$ cat config.mk
export PLATFORM = sky130hd
export DESIGN_NAME = awb_gain
export DESIGN_NICKNAME = d
export VERILOG_FILES = /design/src/rtl/awb_gain.sv
export SDC_FILE = /design/constraint.sdc
export NUM_CORES = 1
export LEC_CHECK = 0
export ABC_CLOCK_PERIOD_IN_PS = 4500
export BUFFER_PORTS_ARGS = -buffer_cell sky130_fd_sc_hd__buf_4
export CAP_MARGIN = 40
export CORE_MARGIN = 2
export CORE_UTILIZATION = 56
export CTS_BUF_LIST = sky130_fd_sc_hd__clkbuf_2 sky130_fd_sc_hd__clkbuf_4 sky130_fd_sc_hd__clkbuf_8
export CTS_CLUSTER_DIAMETER = 50
export DETAILED_ROUTE_END_ITERATION = 16
export HOLD_SLACK_MARGIN = 0.1
export PLACE_DENSITY = 0.86
export REMOVE_ABC_BUFFERS = 1
export SLEW_MARGIN = 20
export SYNTH_ARGS = -nofsm -noshare
export SYNTH_HDL_FRONTEND = slang
export SYNTH_SLANG_ARGS = --single-unit
$ cat constraint.sdc
create_clock -name clk -period 4.5 [get_ports clk]
set_input_delay 1.125 -clock clk [delete_from_list [all_inputs] [get_ports clk]]
set_output_delay 1.125 -clock clk [all_outputs]
set_load 0.03 [all_outputs]
$ cat src/rtl/awb_gain.sv
// awb_gain: gray-world auto-white-balance gain stage.
//
// Takes the per-channel means produced at the end of a statistics pass and
// computes red and blue gains relative to green (Q2.6, unity = 64). A
// restoring divider produces one quotient bit per cycle, 14 cycles per
// channel. The gains are then applied to the pixel stream of the following
// pass.
//
// Optional feature: define AWB_ROUND_EN to round the pixel multiply
// half-up (RND = 32). When it is undefined the multiply truncates (RND = 0).
// Gain computation is the same either way.
//
// Ports:
//   clk, rst_n           clock, asynchronous active-low reset
//   finish_i             one-cycle pulse, means valid this cycle
//   r/g/b_mean_i [7:0]   channel means
//   valid_i, color_i[1:0], value_i[7:0], last_i   input pixel stream
//   valid_o, color_o[1:0], value_o[7:0], last_o   corrected stream (2-cycle latency)
//   r_gain_o, b_gain_o   active gains (Q2.6)
//   ready_o              sticky, gains computed at least once since reset
//   busy_o               divider running
//   dbg_state[1:0]       FSM state (0 IDLE, 1 DIV_R, 2 DIV_B, 3 DONE)
//
// Handshake: the pixel stream has no backpressure. A beat is taken on every
// edge where valid_i is high and appears on the outputs with valid_o high
// exactly two edges later. finish_i is a pulse that is honoured only in IDLE
// or DONE; a pulse seen in DIV_R or DIV_B (including the final DIV_B edge)
// is dropped.

module awb_gain #(
  parameter int GAIN_FRAC = 6
) (
  input  logic       clk,
  input  logic       rst_n,
  input  logic       finish_i,
  input  logic [7:0] r_mean_i,
  input  logic [7:0] g_mean_i,
  input  logic [7:0] b_mean_i,
  input  logic       valid_i,
  input  logic [1:0] color_i,
  input  logic [7:0] value_i,
  input  logic       last_i,
  output logic       valid_o,
  output logic [1:0] color_o,
  output logic [7:0] value_o,
  output logic       last_o,
  output logic [7:0] r_gain_o,
  output logic [7:0] b_gain_o,
  output logic       ready_o,
  output logic       busy_o,
  output logic [1:0] dbg_state
);

  localparam int DW = 8 + GAIN_FRAC;           // dividend width
  localparam int CW = $clog2(DW + 1);          // step counter width
  localparam int SW = 17 - GAIN_FRAC;          // scaled product width
  localparam logic [7:0] UNITY = 8'(1 << GAIN_FRAC);
`ifdef AWB_ROUND_EN
  localparam logic [16:0] RND = 17'(1 << (GAIN_FRAC - 1));
`else
  localparam logic [16:0] RND = 17'd0;
`endif

  typedef enum logic [1:0] {
    IDLE  = 2'd0,
    DIV_R = 2'd1,
    DIV_B = 2'd2,
    DONE  = 2'd3
  } state_t;

  state_t          state;
  logic [7:0]      r_mean_q, g_mean_q, b_mean_q;
  logic [DW-1:0]   dvd;
  logic [DW-1:0]   quo;
  logic [7:0]      rem;
  logic [CW-1:0]   cnt;
  logic [7:0]      r_pend, b_pend;

  assign dbg_state = state;

  // One restoring-division step. The remainder is always below the divisor,
  // so the 8-bit wrap-around subtraction is exact whenever it is taken.
  // A zero divisor takes every bit, giving an all-ones quotient that the
  // saturation below turns into 255.
  logic [7:0]    divisor;
  logic [8:0]    rem_sh;
  logic          take;
  logic [7:0]    rem_nx;
  logic [DW-1:0] quo_nx;
  logic [7:0]    quo_sat;

  always_comb begin
    divisor = (state == DIV_B) ? b_mean_q : r_mean_q;
    rem_sh  = {rem, dvd[DW-1]};
    take    = (rem_sh >= {1'b0, divisor});
    rem_nx  = take ? (rem_sh[7:0] - divisor) : rem_sh[7:0];
    quo_nx  = {quo[DW-2:0], take};
    quo_sat = (quo_nx > DW'(255)) ? 8'hFF : quo_nx[7:0];
  end

  // Control FSM. DIV_R spends 14 edges stepping, DIV_B spends 14 edges
  // stepping plus one exit edge that publishes both gains at once, which
  // places the gain update 29 edges after the accepted finish_i.
  always_ff @(posedge clk or negedge rst_n) begin
    if (!rst_n) begin
      state    <= IDLE;
      r_mean_q <= '0;
      g_mean_q <= '0;
      b_mean_q <= '0;
      dvd      <= '0;
      quo      <= '0;
      rem      <= '0;
      cnt      <= '0;
      r_pend   <= UNITY;
      b_pend   <= UNITY;
      r_gain_o <= UNITY;
      b_gain_o <= UNITY;
      ready_o  <= 1'b0;
      busy_o   <= 1'b0;
    end else begin
      case (state)
        IDLE, DONE: begin
          if (finish_i) begin
            r_mean_q <= r_mean_i;
            g_mean_q <= g_mean_i;
            b_mean_q <= b_mean_i;
            dvd      <= {g_mean_i, {GAIN_FRAC{1'b0}}};
            quo      <= '0;
            rem      <= '0;
            cnt      <= '0;
            state    <= DIV_R;
          end
        end
        DIV_R: begin
          busy_o <= 1'b1;
          if (cnt == CW'(DW - 1)) begin
            r_pend <= quo_sat;
            dvd    <= {g_mean_q, {GAIN_FRAC{1'b0}}};
            quo    <= '0;
            rem    <= '0;
            cnt    <= '0;
            state  <= DIV_B;
          end else begin
            dvd <= {dvd[DW-2:0], 1'b0};
            rem <= rem_nx;
            quo <= quo_nx;
            cnt <= cnt + 1'b1;
          end
        end
        DIV_B: begin
          if (cnt == CW'(DW)) begin
            r_gain_o <= r_pend;
            b_gain_o <= b_pend;
            ready_o  <= 1'b1;
            busy_o   <= 1'b0;
            state    <= DONE;
          end else begin
            busy_o <= 1'b1;
            dvd    <= {dvd[DW-2:0], 1'b0};
            rem    <= rem_nx;
            quo    <= quo_nx;
            cnt    <= cnt + 1'b1;
            if (cnt == CW'(DW - 1)) b_pend <= quo_sat;
          end
        end
        default: state <= IDLE;
      endcase
    end
  end

  // Pixel stage 1: capture the beat together with the gain that is active
  // on this edge. Green, reserved color and everything before the first
  // gain computation use unity, which passes the value through unchanged.
  logic       s1_valid, s1_last;
  logic [1:0] s1_color;
  logic [7:0] s1_value, s1_gain;
  logic [7:0] gain_sel;

  always_comb begin
    gain_sel = UNITY;
    if (ready_o) begin
      if (color_i == 2'd0)      gain_sel = r_gain_o;
      else if (color_i == 2'd2) gain_sel = b_gain_o;
    end
  end

  always_ff @(posedge clk or negedge rst_n) begin
    if (!rst_n) begin
      s1_valid <= 1'b0;
      s1_last  <= 1'b0;
      s1_color <= '0;
      s1_value <= '0;
      s1_gain  <= UNITY;
    end else begin
      s1_valid <= valid_i;
      s1_last  <= last_i;
      s1_color <= color_i;
      s1_value <= value_i;
      s1_gain  <= gain_sel;
    end
  end

  // Pixel stage 2: multiply, round, scale back and saturate to 8 bits.
  logic [15:0]   prod;
  logic [16:0]   sum;
  logic [SW-1:0] scaled;

  always_comb begin
    prod   = 16'(s1_value) * 16'(s1_gain);
    sum    = {1'b0, prod} + RND;
    scaled = SW'(sum >> GAIN_FRAC);
  end

  always_ff @(posedge clk or negedge rst_n) begin
    if (!rst_n) begin
      valid_o <= 1'b0;
      last_o  <= 1'b0;
      color_o <= '0;
      value_o <= '0;
    end else begin
      valid_o <= s1_valid;
      last_o  <= s1_last;
      color_o <= s1_color;
      value_o <= (scaled > SW'(255)) ? 8'hFF : scaled[7:0];
    end
  end

endmodule

==> impl_metrics.yaml, run 1 <==
clock_network:
  clk_latency_ns: 0.45
  cts_tree: "yes"
  htreeDepth: 4
  cts-root-buf: "clkbuf_8"
  clk_pin_slew_ns: 0.07
  holdBufCountCts: 0
  clock_sinks: 125
  cts_made_buffers: 17
  cts_max_path_buffers: 2
global_route:
  grt_overflow: 0
  antenna_found_initial: 0
  grt_pass1_wl_um: 24140
  grt_max_degree: 65
  grt_pass1_vias: 5184
  grt_usage: 0.2320
die:
  start_util: 0.5666
  die_w_um: 116.3
  rows: 41
  ios: 71
  die_h_um: 116.3
  die_area_um2: 13530
  coreArea_um2: 12470
timing:
  worst_pin_slew_ns: 0.7405
  clock.fmax_ghz: 0.2213
  hold_viol: 0
  setup_viol: 1
  skew_ns: 0.01192
  slew_headroom: 0.5063
  drv_slew: 0
  tns_ns: -0.01809
  period_share: 1.004
  setup_ws_ns: -0.01809
  rsz0062_at_grt: "yes"
  finalCriticalPeriod_ns: 4.518
power:
  power.total_mw: 3.634
  seq_power_share: 0.393
  p_comb_frac: 0.323
  vdd_drop_max_v: 0.0004082
  sw_frac_of_total: 0.3370
  leakage_nw: 4.263
  switching_power_mw: 1.224
  p_clk_frac: 0.284
  power.internal_mw: 2.409
  power_density_nw_per_um2: 422.2
layout:
  diodes: 0
  layout-drive-gt1-share: 0.2925
  nets: 844
  fin_cells: 907
  area_growth_pct: 21.86
  utilization: 0.6905
worst_setup_path:
  rrSetupSlack_ns: -0.02
  rr_startpoint: "s1_gain[6]$_DFF_PN1_"
  reg2reg_depth: 14
  crit_path_max_fanout: 4
  cp-startpoint: "s1_gain[6]$_DFF_PN1_"
  r2r-end: "value_o[6]$_DFF_PN0_"
  cp_common_cell: "fa_1"
  cpMaxStageDelayCell: "dfstp_2"
  cp_cell_sequence: "and2_4, fa_1, fa_1, fa_1, inv_1, fa_1, inv_2, ha_4, a21oi_2, nand2_1, a221o_2, a31o_4, mux2i_2, or4_1"
  cp.arrival_ns: 4.84
  cp-end-kind: "flop"
  cp-start-kind: "flop"
  max_stage_delay_ns: 0.58
  critical_path_class: "reg2reg"
  critPathRequiredTime_ns: 4.82
synthesis:
  post-synth-top-area-cell: "dfrtp_1"
  async_flop_share: 1.000
  synth_top_cell_area_share: 0.4252
  ys_seq_area_frac: 0.4438
  synth-seq-cells: 125
  synth_area_per_cell_um2: 11.39
  syn_inst: 620
  yosys-top-cells-area: "dfrtp_1, fa_1, ha_1"
  synth_most_common_cell: "dfrtp_1"
  yosysUniqueCellTypes: 46
  yosys-top-cells-count: "dfrtp_1, and2_1, inv_1"
  ys.flop_type: "dfrtp_1"
  netlist_area_um2: 7063
  synth_edf_count: 0
  ys_warn_count: 0
run:
  drv_cap: 0
routing:
  dr.pass1.iters: 8
  antenna_left: 0
  viasPerCell: 5.495
  wl_per_cell_um: 16.07
  initialDrtViolationCount: 295
  wl_um: 14580
  vias: 4984
  drc: 0
place:
  dp_hpwl_um: 10540
  portBuffers: 70
  pre_cts_ws_ns: -0.3893
  routabilityCongestion: 0.8738
  dpl.cell_count: 868
status:
  status: "finished, violations left"
  violations: "setup timing"
min_path:
  hold_path_end: "color_o[1]$_DFF_PN0_"
  min_path_type: "reg2reg"
  worstHoldStart: "s1_color[1]$_DFF_PN0_"
  hold-path-cell-count: 0
## layer usage
layer / vias to the layer above / global-route usage / wire, µm / share of wire
met3: 29 / 0.04307 / 528 / 0.036
met1: 2506 / 0.2870 / 5943 / 0.41
met4: 0 / 0.09921 / 363 / 0.025
li1: 2321 / - / - / -
met2: 128 / 0.4008 / 7745 / 0.53
met5: - / 0 / 0 / 0
## per-stage QoR
stage                     instance area [µm²]  hold slack [ns]
after floorplan                          6984           0.3312
after global placement                   7929           0.3321
after detailed placement                 7944           0.3347
after CTS                                8471           0.3513
after global routing                     8607           0.3627
final                                    8607           0.3498
## layout make-up
class                           instances  area [µm²]
Timing Repair Buffer                  103       824.5
Inverter                               49       183.9
Sequential cell                       125        3137
Tap cell                              172       215.2
Multi-Input combinational cell        426        3826
Fill cell                             931        3859
Clock buffer                           19       255.2
Clock inverter                         13       165.2
## critical path: cells and delay by family, from the launching register on
| kind | cells | cell delay [ns] |
|---|---|---|
| multiplexers | 1 | 0.14 |
| flip-flops | 1 | 0.58 |
| buffers and inverters | 2 | 0.10 |
| adder cells (fa/ha/maj) | 5 | 2.14 |
| AND/OR/NAND/NOR | 3 | 0.64 |
| AO/OA/AOI/OAI | 3 | 0.80 |
## cells in the final DEF (no fill, tap or decap), types with 3 or more instances in the layout
cell,n
clkinv_2,3
o311ai_0,3
a22o_1,13
nand2b_4,7
a221o_1,7
bufinv_16,3
a21oi_1,17
o21bai_1,4
o21ai_1,3
inv_2,3
clkbuf_8,18
o21ai_0,32
mux2_2,43
and3_1,5
a21o_1,6
nand2b_1,3
fa_1,34
ha_1,43
nor2_1,31
ha_4,4
buf_4,97
mux2i_1,17
dfrtp_1,118
nand3_1,11
inv_1,46
clkinvlp_4,3
xnor2_1,7
nand2_1,41
nand4_1,3
and2_1,51
xor2_1,7
dfstp_2,5
buf_6,3
## power groups by stage
stage               Sequential [mW]  Combinational [mW]  Clock [mW]
floorplan                      1.44               0.832           0
global placement               1.43                1.09           0
detailed placement             1.45                1.16           0
CTS                            1.43                1.17        1.06
global route                   1.45                1.30        1.11
finish                         1.43                1.17        1.03
## cell families after synthesis
kind of cell | after synthesis | synth area share
compound gates | 102 | 0.1004
xor+xnor | 16 | 0.01984
fa+ha+maj | 83 | 0.1853
buf+inv | 69 | 0.03720
flops | 125 | 0.4438
mux | 61 | 0.09460
simple gates | 164 | 0.1189
## repair_timing
| action | CTS | global route |
|---|---|---|
| pin swaps | 24 | 3 |
| setup endpoints to repair | 8 | 8 |
| resized for setup | 17 | 13 |
| buffers inserted | 4 | 1 |
## worst max path at each step
stage / endpoint / slack, ns
3_3_place_gp: value_o[6]$_DFF_PN0_ / -0.27
2_1_floorplan: value_o[6]$_DFF_PN0_ / -0.32
4_1_cts: value_o[6]$_DFF_PN0_ / 0.02
3_5_place_dp: value_o[6]$_DFF_PN0_ / -0.39
6_report: value_o[6]$_DFF_PN0_ / -0.02
5_1_grt: value_o[6]$_DFF_PN0_ / -0.16
## flip-flops by register name, summed over array words and instances (netlist names)
| register | cells |
|---|---|
| quo | 13 |
| b_gain_o | 8 |
| b_mean_q | 8 |
| b_pend | 8 |
| dvd | 8 |
| g_mean_q | 8 |
| r_gain_o | 8 |
| r_mean_q | 8 |
| r_pend | 8 |
| rem | 8 |
| s1_gain | 8 |
| s1_value | 8 |
| value_o | 8 |
| cnt | 4 |
| color_o | 2 |
| dbg_state | 2 |
| s1_color | 2 |
| busy_o | 1 |
| last_o | 1 |
| ready_o | 1 |
| s1_last | 1 |
| s1_valid | 1 |
| valid_o | 1 |
No activity file was read; power rests on OpenSTA's default activity.
==> inputs of run 2 (changes only) <==
- ABC_AREA: not set -> 1
==> impl_metrics.yaml, run 2 <==
status:
  status: "finished clean"
layout:
  regArea_um2: 3134
  fillers: 1075
  diodes: 0
  layout-drive-gt1-share: 0.1712
  nets: 1038
  regMostFlops: "quo"
  area_growth_pct: 14.64
  mostFrequentLayoutCells: "nand2_1, inv_1, dfrtp_1, buf_4, o21ai_0"
  multi_input_area_um2: 3646
  mostFrequentLayoutCell: "nand2_1"
  largest_reg_flops: 13
global_route:
  antenna_found_initial: 0
  grt_max_degree: 96
  grt_pass1_vias: 5854
  grt_pass1_wl_um: 26700
  grt_overflow: 0
  grt_usage: 0.2346
power:
  seq_power_share: 0.379
  switching_power_mw: 1.439
  p_clk_frac: 0.259
  p_comb_frac: 0.362
  sw_frac_of_total: 0.3740
  leakage_nw: 4.676
  power_density_nw_per_um2: 449.7
  power.internal_mw: 2.409
  power.total_mw: 3.848
  vdd_drop_max_v: 0.0003910
timing:
  setup_viol: 0
  drv_slew: 0
  clock.fmax_ghz: 0.2320
  worst_pin_slew_ns: 0.7632
  finalHoldWorstSlack_ns: 0.3499
  finalCriticalPeriod_ns: 4.311
  tns_ns: 0
  skew_ns: 0.01068
  hold_viol: 0
  period_share: 0.9579
  rsz0062_at_grt: "no"
  slew_headroom: 0.4906
routing:
  dr.max_layer_used: "met4"
  wl_met1_um: 6453
  dr.pass1.iters: 5
  vias: 5776
  wl_met3_um: 676
  initialDrtViolationCount: 368
  wl_um: 15390
  drc: 0
  met2_wirelength_um: 7907
  viasPerCell: 5.227
  wl_per_cell_um: 13.93
  antenna_left: 0
worst_setup_path:
  reg2reg_depth: 17
  critPathRequiredTime_ns: 4.83
  cp-start-kind: "flop"
  r2r-end: "value_o[6]$_DFF_PN0_"
  cp.arrival_ns: 4.64
  crit_path_max_fanout: 8
  rrSetupSlack_ns: 0.19
  rr_startpoint: "s1_gain[6]$_DFF_PN1_"
  critical_path_class: "reg2reg"
  cp-end-kind: "flop"
min_path:
  min_path_type: "reg2reg"
  hold-path-cell-count: 0
  worstHoldStart: "s1_color[1]$_DFF_PN0_"
  hold_path_end: "color_o[1]$_DFF_PN0_"
synthesis:
  synth-seq-cells: 125
  synth_edf_count: 0
  netlist_area_um2: 7463
  synth_area_per_cell_um2: 8.791
  synth_top_cell_area_share: 0.4023
  async_flop_share: 1.000
  yosysUniqueCellTypes: 36
  synth_most_common_cell: "nand2_1"
  yosys-top-cells-count: "nand2_1, inv_1, dfrtp_1"
  post-synth-top-area-cell: "dfrtp_1"
  syn_inst: 849
  yosys-top-cells-area: "dfrtp_1, nand2_1, fa_1"
  ys_seq_area_frac: 0.4199
  ys.flop_type: "dfrtp_1"
  ys_warn_count: 0
clock_network:
  cts_tree: "yes"
  clk_latency_ns: 0.45
  htreeDepth: 4
  cts_max_path_buffers: 2
  clk_pin_slew_ns: 0.07
  cts_made_buffers: 17
  clock_sinks: 125
  cts-root-buf: "clkbuf_8"
place:
  portBuffers: 70
  routabilityCongestion: 0.9128
  dp_hpwl_um: 11270
die:
  die_area_um2: 14270
  start_util: 0.5681
  die_w_um: 119.4
  die_h_um: 119.4
  coreArea_um2: 13140
  ios: 71
  rows: 42
run:
  drv_cap: 0
==> run 2: cell count changes in the layout (fill, tap and decap cells not counted), sizes merged, moves of 16 or more <==
cell / delta
nand2: +190
inv: +107
and2: -53
buf: -28
a21oi: +23
mux2: -19
o21ai: +18
nand3: +16
==> run 2: metal layers <==
metal | global-route usage | up-vias
met3 | 0.05316 | 34
met2 | 0.4061 | 170
met4 | 0.07941 | 0
li1 | - | 2779
met5 | 0 | -
met1 | 0.2902 | 2793
==> run 2: power by group through the flow <==
stage	clock network (mW)	logic, mW	registers (mW)
2_1_floorplan	0	1.01	1.48
3_3_place_gp	0	1.32	1.47
3_5_place_dp	0	1.37	1.47
4_1_cts	1.01	1.39	1.46
5_1_grt	1.07	1.58	1.49
6_report	0.996	1.39	1.46
==> run 2: repair_timing <==
item                                    CTS  global route
gates resized for setup                   0             3
buffers inserted                          0             1
hold endpoints to repair                  0             0
hold buffers                              0             0
endpoints found under the setup margin    0             8
==> run 2: final cells by class <==
cell class	instances	area share
clock inverters	14	0.01799
repair buffers	75	0.06859
clock buffers	18	0.02896
inverters	151	0.06625
flip-flops and latches	125	0.3663
multi-input cells	546	0.4261
well taps	176	0.02574
==> run 2: through the flow <==
stage / util / cells / cell area (µm²) / setup WS [ns]
after floorplan: - / 822 / 7337 / 0.3830
after global placement: 0.6168 / 1069 / 8103 / 0.2276
after detailed placement: 0.6188 / 1071 / 8129 / 0.1329
after CTS: 0.6493 / 1103 / 8531 / 0.1211
after global routing: 0.6512 / 1105 / 8556 / 0.005695
final: 0.6512 / 1105 / 8556 / 0.1895
==> run 2: worst max path at each step <==
| stage | start | end | cells past startpoint |
|---|---|---|---|
| 2_1_floorplan | s1_gain[6]$_DFF_PN1_ | value_o[5]$_DFF_PN0_ | 17 |
| 3_3_place_gp | s1_gain[6]$_DFF_PN1_ | value_o[6]$_DFF_PN0_ | 17 |
| 3_5_place_dp | s1_gain[6]$_DFF_PN1_ | value_o[6]$_DFF_PN0_ | 17 |
| 4_1_cts | s1_gain[6]$_DFF_PN1_ | value_o[6]$_DFF_PN0_ | 17 |
| 5_1_grt | s1_gain[6]$_DFF_PN1_ | value_o[6]$_DFF_PN0_ | 17 |
| 6_report | s1_gain[6]$_DFF_PN1_ | value_o[6]$_DFF_PN0_ | 17 |
==> run 2: worst max-delay path: stages (launching register included) <==
cell,delay [ns]
dfstp_2,0.57
nand2_1,0.08
fa_1,0.49
fa_1,0.54
inv_1,0.06
fa_1,0.53
inv_1,0.05
fa_1,0.53
inv_1,0.05
ha_1,0.36
a21oi_2,0.18
nor2_1,0.05
nor2_1,0.12
inv_1,0.05
a21oi_1,0.15
nand3_1,0.14
nand2_4,0.14
nand3_1,0.09
==> run 2: kinds of logic after synthesis <==
group | Yosys count | share of synthesized area
adder cells (fa/ha/maj) | 83 | 0.1754
AND/OR/NAND/NOR | 302 | 0.1673
flip-flops | 125 | 0.4200
XOR/XNOR | 14 | 0.01643
buffers and inverters | 178 | 0.09287
AO/OA/AOI/OAI | 116 | 0.08248
multiplexers | 31 | 0.04560
